### src/rtl/bin2bcd_pkg.sv
// Shared types, constants and helpers for the sequential binary-to-BCD converter.
package bin2bcd_pkg;

  typedef enum logic [1:0] {
    StIdle  = 2'd0,
    StShift = 2'd1,
    StDone  = 2'd2
  } state_e;

  // Per-digit offset applied when excess-3 output coding is selected.
  localparam logic [3:0] XS3_OFFSET = 4'd3;

  // Decimal digits needed to represent 2^width-1 (at least 1).
  function automatic int unsigned bcd_digits_for(input int unsigned width);
    longint unsigned v;
    int unsigned     n;
    v = (width >= 64) ? '1 : ((64'(1) << width) - 64'(1));
    n = 1;
    for (int i = 0; i < 20; i++) begin
      if (v >= 64'd10) begin
        v = v / 64'd10;
        n = n + 1;
      end
    end
    return n;
  endfunction

endpackage

### src/rtl/bin2bcd_seq_if.sv
// Handshake and data bundle between a producer/consumer (master) and bin2bcd_seq (slave).
interface bin2bcd_seq_if #(
  parameter int unsigned BIN_W  = 8,
  parameter int unsigned DIGITS = 3
);

  logic                  in_valid;
  logic                  in_ready;
  logic [BIN_W-1:0]      in_bin;
  logic                  out_valid;
  logic                  out_ready;
  logic [4*DIGITS-1:0]   out_bcd;
  logic                  out_ovf;

  modport master (
    output in_valid,
    output in_bin,
    output out_ready,
    input  in_ready,
    input  out_valid,
    input  out_bcd,
    input  out_ovf
  );

  modport slave (
    input  in_valid,
    input  in_bin,
    input  out_ready,
    output in_ready,
    output out_valid,
    output out_bcd,
    output out_ovf
  );

endinterface

### src/rtl/bcd_digit_adj.sv
// Double-dabble digit correction: add 3 to a BCD digit that is 5 or more.
module bcd_digit_adj (
  input  logic [3:0] digit_i,
  output logic [3:0] digit_o
);

  // Pre-shift correction so the following doubling carries into the next digit.
  always_comb begin
    digit_o = digit_i;
    if (digit_i >= 4'd5) begin
      digit_o = digit_i + 4'd3;
    end
  end

endmodule

### src/rtl/bin2bcd_seq.sv
// Sequential binary-to-BCD converter (shift-and-add-3, one bit per clock) with
// valid/ready handshakes on both sides. Result is held until the consumer takes it.
// Optional macro BIN2BCD_XS3_OUT_EN: output digits in excess-3 code instead of BCD.
module bin2bcd_seq
  import bin2bcd_pkg::*;
#(
  parameter int unsigned BIN_W  = 8,
  parameter int unsigned DIGITS = 3
) (
  input logic             clk,
  input logic             rst_n,
  bin2bcd_seq_if.slave    bus
);

  localparam int unsigned CntW        = (BIN_W > 1) ? $clog2(BIN_W) : 1;
  localparam int unsigned DigW        = 4 * DIGITS;
  // Overflow can only happen when the digit register is narrower than the full range.
  localparam bit          OvfPossible = (DIGITS < bcd_digits_for(BIN_W));

  if (BIN_W < 1) begin : g_bad_bin_w
    $error("bin2bcd_seq: BIN_W must be >= 1");
  end
  if (DIGITS < 1) begin : g_bad_digits
    $error("bin2bcd_seq: DIGITS must be >= 1");
  end

  state_e            state_q, state_d;
  logic [CntW-1:0]   cnt_q, cnt_d;
  logic [BIN_W-1:0]  bin_q, bin_d;
  logic [DigW-1:0]   dig_q, dig_d;
  logic              ovf_q, ovf_d;
  logic [DigW-1:0]   bcd_q, bcd_d;
  logic              res_ovf_q, res_ovf_d;

  logic [DigW-1:0]   dig_adj;
  logic [DigW-1:0]   dig_shift;
  logic [DigW-1:0]   dig_out;
  logic              carry;

  for (genvar d = 0; d < DIGITS; d++) begin : g_adj
    bcd_digit_adj u_adj (
      .digit_i (dig_q[4*d +: 4]),
      .digit_o (dig_adj[4*d +: 4])
    );
  end

  // Adjusted digits shift left, taking the next binary MSB into the bottom digit.
  assign dig_shift = {dig_adj[DigW-2:0], bin_q[BIN_W-1]};
  assign carry     = dig_adj[DigW-1];

  // Output coding applied as the final result is captured.
  always_comb begin
    dig_out = dig_shift;
`ifdef BIN2BCD_XS3_OUT_EN
    for (int d = 0; d < int'(DIGITS); d++) begin
      dig_out[4*d +: 4] = dig_shift[4*d +: 4] + XS3_OFFSET;
    end
`endif
  end

  // Next-state and datapath control.
  always_comb begin
    state_d   = state_q;
    cnt_d     = cnt_q;
    bin_d     = bin_q;
    dig_d     = dig_q;
    ovf_d     = ovf_q;
    bcd_d     = bcd_q;
    res_ovf_d = res_ovf_q;
    unique case (state_q)
      StIdle: begin
        if (bus.in_valid) begin
          state_d = StShift;
          bin_d   = bus.in_bin;
          dig_d   = '0;
          ovf_d   = 1'b0;
          cnt_d   = '0;
        end
      end
      StShift: begin
        dig_d = dig_shift;
        bin_d = bin_q << 1;
        ovf_d = ovf_q | (OvfPossible & carry);
        cnt_d = cnt_q + CntW'(1);
        if (cnt_q == CntW'(BIN_W - 1)) begin
          state_d   = StDone;
          cnt_d     = '0;
          bcd_d     = dig_out;
          res_ovf_d = ovf_d;
        end
      end
      StDone: begin
        if (bus.out_ready) begin
          state_d = StIdle;
        end
      end
      default: begin
        state_d = StIdle;
      end
    endcase
  end

  // State and datapath registers.
  always_ff @(posedge clk or negedge rst_n) begin
    if (!rst_n) begin
      state_q   <= StIdle;
      cnt_q     <= '0;
      bin_q     <= '0;
      dig_q     <= '0;
      ovf_q     <= 1'b0;
      bcd_q     <= '0;
      res_ovf_q <= 1'b0;
    end else begin
      state_q   <= state_d;
      cnt_q     <= cnt_d;
      bin_q     <= bin_d;
      dig_q     <= dig_d;
      ovf_q     <= ovf_d;
      bcd_q     <= bcd_d;
      res_ovf_q <= res_ovf_d;
    end
  end

  assign bus.in_ready  = (state_q == StIdle);
  assign bus.out_valid = (state_q == StDone);
  assign bus.out_bcd   = bcd_q;
  assign bus.out_ovf   = res_ovf_q;

endmodule

### src/flat_wrapper.sv
// flat-port wrapper written by rule: the top's interface ports become plain ports
module bin2bcd_seq_flat import bin2bcd_pkg::*;
#(
  parameter int unsigned BIN_W  = 8,
  parameter int unsigned DIGITS = 3
)
  (clk, rst_n, bus_in_valid, bus_in_bin, bus_out_ready, bus_in_ready, bus_out_valid, bus_out_bcd, bus_out_ovf);
  bin2bcd_seq_if #(.BIN_W(BIN_W), .DIGITS(DIGITS)) bus_i ();
  input logic clk;
  input logic rst_n;
  input wire logic [$bits(bus_i.in_valid)-1:0] bus_in_valid;
  input wire logic [$bits(bus_i.in_bin)-1:0] bus_in_bin;
  input wire logic [$bits(bus_i.out_ready)-1:0] bus_out_ready;
  output wire logic [$bits(bus_i.in_ready)-1:0] bus_in_ready;
  output wire logic [$bits(bus_i.out_valid)-1:0] bus_out_valid;
  output wire logic [$bits(bus_i.out_bcd)-1:0] bus_out_bcd;
  output wire logic [$bits(bus_i.out_ovf)-1:0] bus_out_ovf;
  assign bus_i.in_valid = bus_in_valid;
  assign bus_i.in_bin = bus_in_bin;
  assign bus_i.out_ready = bus_out_ready;
  assign bus_in_ready = bus_i.in_ready;
  assign bus_out_valid = bus_i.out_valid;
  assign bus_out_bcd = bus_i.out_bcd;
  assign bus_out_ovf = bus_i.out_ovf;
  bin2bcd_seq #(.BIN_W(BIN_W), .DIGITS(DIGITS)) u_core (.clk(clk), .rst_n(rst_n), .bus(bus_i));
endmodule
### config.mk
export PLATFORM = sky130hd
export DESIGN_NAME = bin2bcd_seq_flat
export DESIGN_NICKNAME = d
export VERILOG_FILES = /design/src/rtl/bin2bcd_pkg.sv /design/src/rtl/bin2bcd_seq_if.sv /design/src/rtl/bcd_digit_adj.sv /design/src/rtl/bin2bcd_seq.sv /design/src/flat_wrapper.sv
export SDC_FILE = /design/constraint.sdc
export NUM_CORES = 1
export LEC_CHECK = 0
export CAP_MARGIN = 20
export CORE_MARGIN = 8
export CORE_UTILIZATION = 60
export CTS_BUF_LIST = sky130_fd_sc_hd__clkbuf_8
export CTS_CLUSTER_DIAMETER = 60
export DETAILED_ROUTE_END_ITERATION = 16
export DONT_BUFFER_PORTS = 1
export PLACE_DENSITY = 0.79
export SYNTH_ARGS = -nofsm -noshare
export SYNTH_HDL_FRONTEND = slang
export SYNTH_SLANG_ARGS = --single-unit
### constraint.sdc
create_clock -name clk -period 3.2 [get_ports clk]
set_input_delay 0.48 -clock clk [delete_from_list [all_inputs] [get_ports clk]]
set_output_delay 0.48 -clock clk [all_outputs]
set_load 0.1 [all_outputs]
==> metrics.txt <==
type of origin of the critical path flop; slowest stage delay, CP 0.62 ns; most frequent cells in the layout 37 x dfrtp_1, 29 x nand2_1, 20 x o21ai_1; mean cell area of the mapped netlist 9.89 sq um; Rows 19; reg2reg setup slack 1.25 ns; area of the die 4940 sq um; buffer depth of the longest clock path 2; setup TNS 0 ns; via count 1254; DRC 0; Critical Path RT 2.72 ns; Syn. warnings 0; FMAX 470 MHz; cell repeated most along the worst path inv_1; Max transition margin 38.3%; Hold Crit Class input pin to async pin; Arr. time, crit path 1.65 ns; post-synthesis register bit count 37; H-tree depth 2; IO Count 27; Global Route Usage Sum 15.1%; GPL Wtd Cong 0.784; placed cells 203; Initial Utilization 63.7%; status finished clean; vias per cell 5.92; n_diodes 0; RSZ-0062 raised after global routing false; Least-Margin Pin Slew 0.926 ns; DIE HEIGHT 70.3 microns; TritonRoute pass-1 iters 4; final WL 3440 microns; most common cell after layout, fill and taps aside dfrtp_1; clk sinks 37; slowest cell on the critical path inv_1; distinct cell type count after synthesis 29; Gate Count Post-Synth 179; crit share post-route 66.5%; worst path cell trace inv_1, nand2_1, inv_1; DIE WIDTH 70.3 microns; final cell count without fillers 212; Final ANT Viol Nets 0; clk root buf clkbuf_8; clk_skew 0.00764 ns; vias in the first global route 1315; Seq/Total Area, Yosys 52.3%; Crit Path Max Fanout 14; Crit. End Element output port; Post-synth EDFFs 0; global-route wire length before repair 6070 microns; syn_nets 199; fin crit period 2.13 ns; Skew-Pair Late Insertion Delay 0.29 ns; WS Path Type flop to output port; Pins Over Slew Limit 0; DP HPWL 2340 microns; TritonCTS clock tree built; clock buffer count from CTS 5; port bufs 0; initial antenna violation count 0; layout cells sized above 1 10.5%; total core area 2780 sq um; Post-Syn Area 1770 sq um; Final Hold Viols 0; Clock Pin Slew Worst Setup and Hold Paths 0.08 ns; pin count of the biggest net entering global routing 38; P&R area growth vs syn 8.76%; setup violators final 0; Top FF cell, synth dfrtp_1; ys async rst share 100%; max-cap viol count 0; Starting DRT DRC Count 55; GRT overflow 0; Final Net Count 200; WL per Instance 16.2 microns
[layer usage]
layer | wire length, microns | share of wire, % | GRT usage [%]
met5 | 0 | 0 | 0
met3 | 219 | 6.4 | 5.51
met2 | 1650 | 48 | 24.7
met4 | 78 | 2.3 | 8.48
met1 | 1480 | 43 | 16.5
[cell usage after synthesis (4+ instances only)]
master / number / area (sq um)
inv_1: 9 / 33.8
dfrtp_1: 37 / 926
o21ai_0: 13 / 65.1
nand2_1: 29 / 109
nor2b_1: 5 / 31.3
a21oi_1: 8 / 40.0
nor3b_1: 4 / 30.0
o21ai_1: 20 / 100
ha_1: 8 / 100
nand2b_1: 4 / 25.0
a22oi_1: 7 / 52.6
[worst paths after layout]
check | startpoint | endpoint | cells after the start
worst max-delay path | u_core.state_q[0]$_DFFE_PN0P_ | bus_out_valid | 3
worst min-delay path | rst_n | u_core.bus.out_bcd[4]$_DFFE_PN0P_ | 1
worst max register to register | u_core.state_q[0]$_DFFE_PN0P_ | u_core.bus.out_bcd[0]$_DFFE_PN0P_ | 3
worst min register to register | u_core.bin_q[3]$_DFFE_PN0P_ | u_core.bin_q[3]$_DFFE_PN0P_ | 2
max in group asynchronous | rst_n | u_core.bin_q[4]$_DFFE_PN0P_ | 1
min in group clk | bus_out_ready | u_core.state_q[1]$_DFFE_PN0P_ | 1
[cell type report]
| type | instances | area, sq um |
|---|---|---|
| flip-flops and latches | 37 | 926 |
| fillers | 204 | 856 |
| multi-input cells | 124 | 758 |
| clock buffers | 5 | 68.8 |
| clock inverters | 3 | 65.1 |
| well taps | 31 | 38.8 |
| repair buffers | 3 | 35.0 |
| inverters | 9 | 33.8 |
[kinds of logic (layout without fill, tap and decap cells)]
family	Yosys count	after routing	synth area share [%]
AO/OA/AOI/OAI	57	57	18.9
XOR/XNOR	3	3	1.48
adder cells (fa/ha/maj)	8	8	5.65
buffers and inverters	18	20	5.02
flip-flops	37	37	52.3
multiplexers	4	4	2.76
other	1	1	0.212
AND/OR/NAND/NOR	51	51	13.7
[worst max-delay path: cells and delay by family, from the launching register on]
family / cells / cell delay, ns
buffers and inverters: 2 / 0.75
DFF: 1 / 0.53
and+or+nand+nor: 1 / 0.07
[metrics by stage]
stage	util, %	instance area (sq um)	setup slack [ns]	hold slack (ns)
detailed placement	63.7	1770	1.29	0.186
global placement	63.7	1770	1.36	0.186
floorplan	-	1770	0.855	0.184
finish	69.2	1930	1.07	0.0125
CTS	69.2	1930	1.08	0.0130
global route	69.2	1930	0.973	0.0198
[state kept, by name, summed over array words and instances, names as in the netlist]
| register | flops |
|---|---|
| u_core.bus.out_bcd | 12 |
| u_core.dig_q | 12 |
| u_core.bin_q | 8 |
| u_core.cnt_q | 3 |
| u_core.state_q | 2 |
[what timing repair did]
action | 4_1_cts | 5_1_grt
hold endpoints to repair | 37 | 0
buffers inserted | 0 | 0
resized for setup | 0 | 0
hold buffers | 1 | 0
setup endpoints to repair | 0 | 0
Power is left out: the tool's default activity adds up to more than one toggle a clock period on the data nets, which glitch-free logic cannot reach.
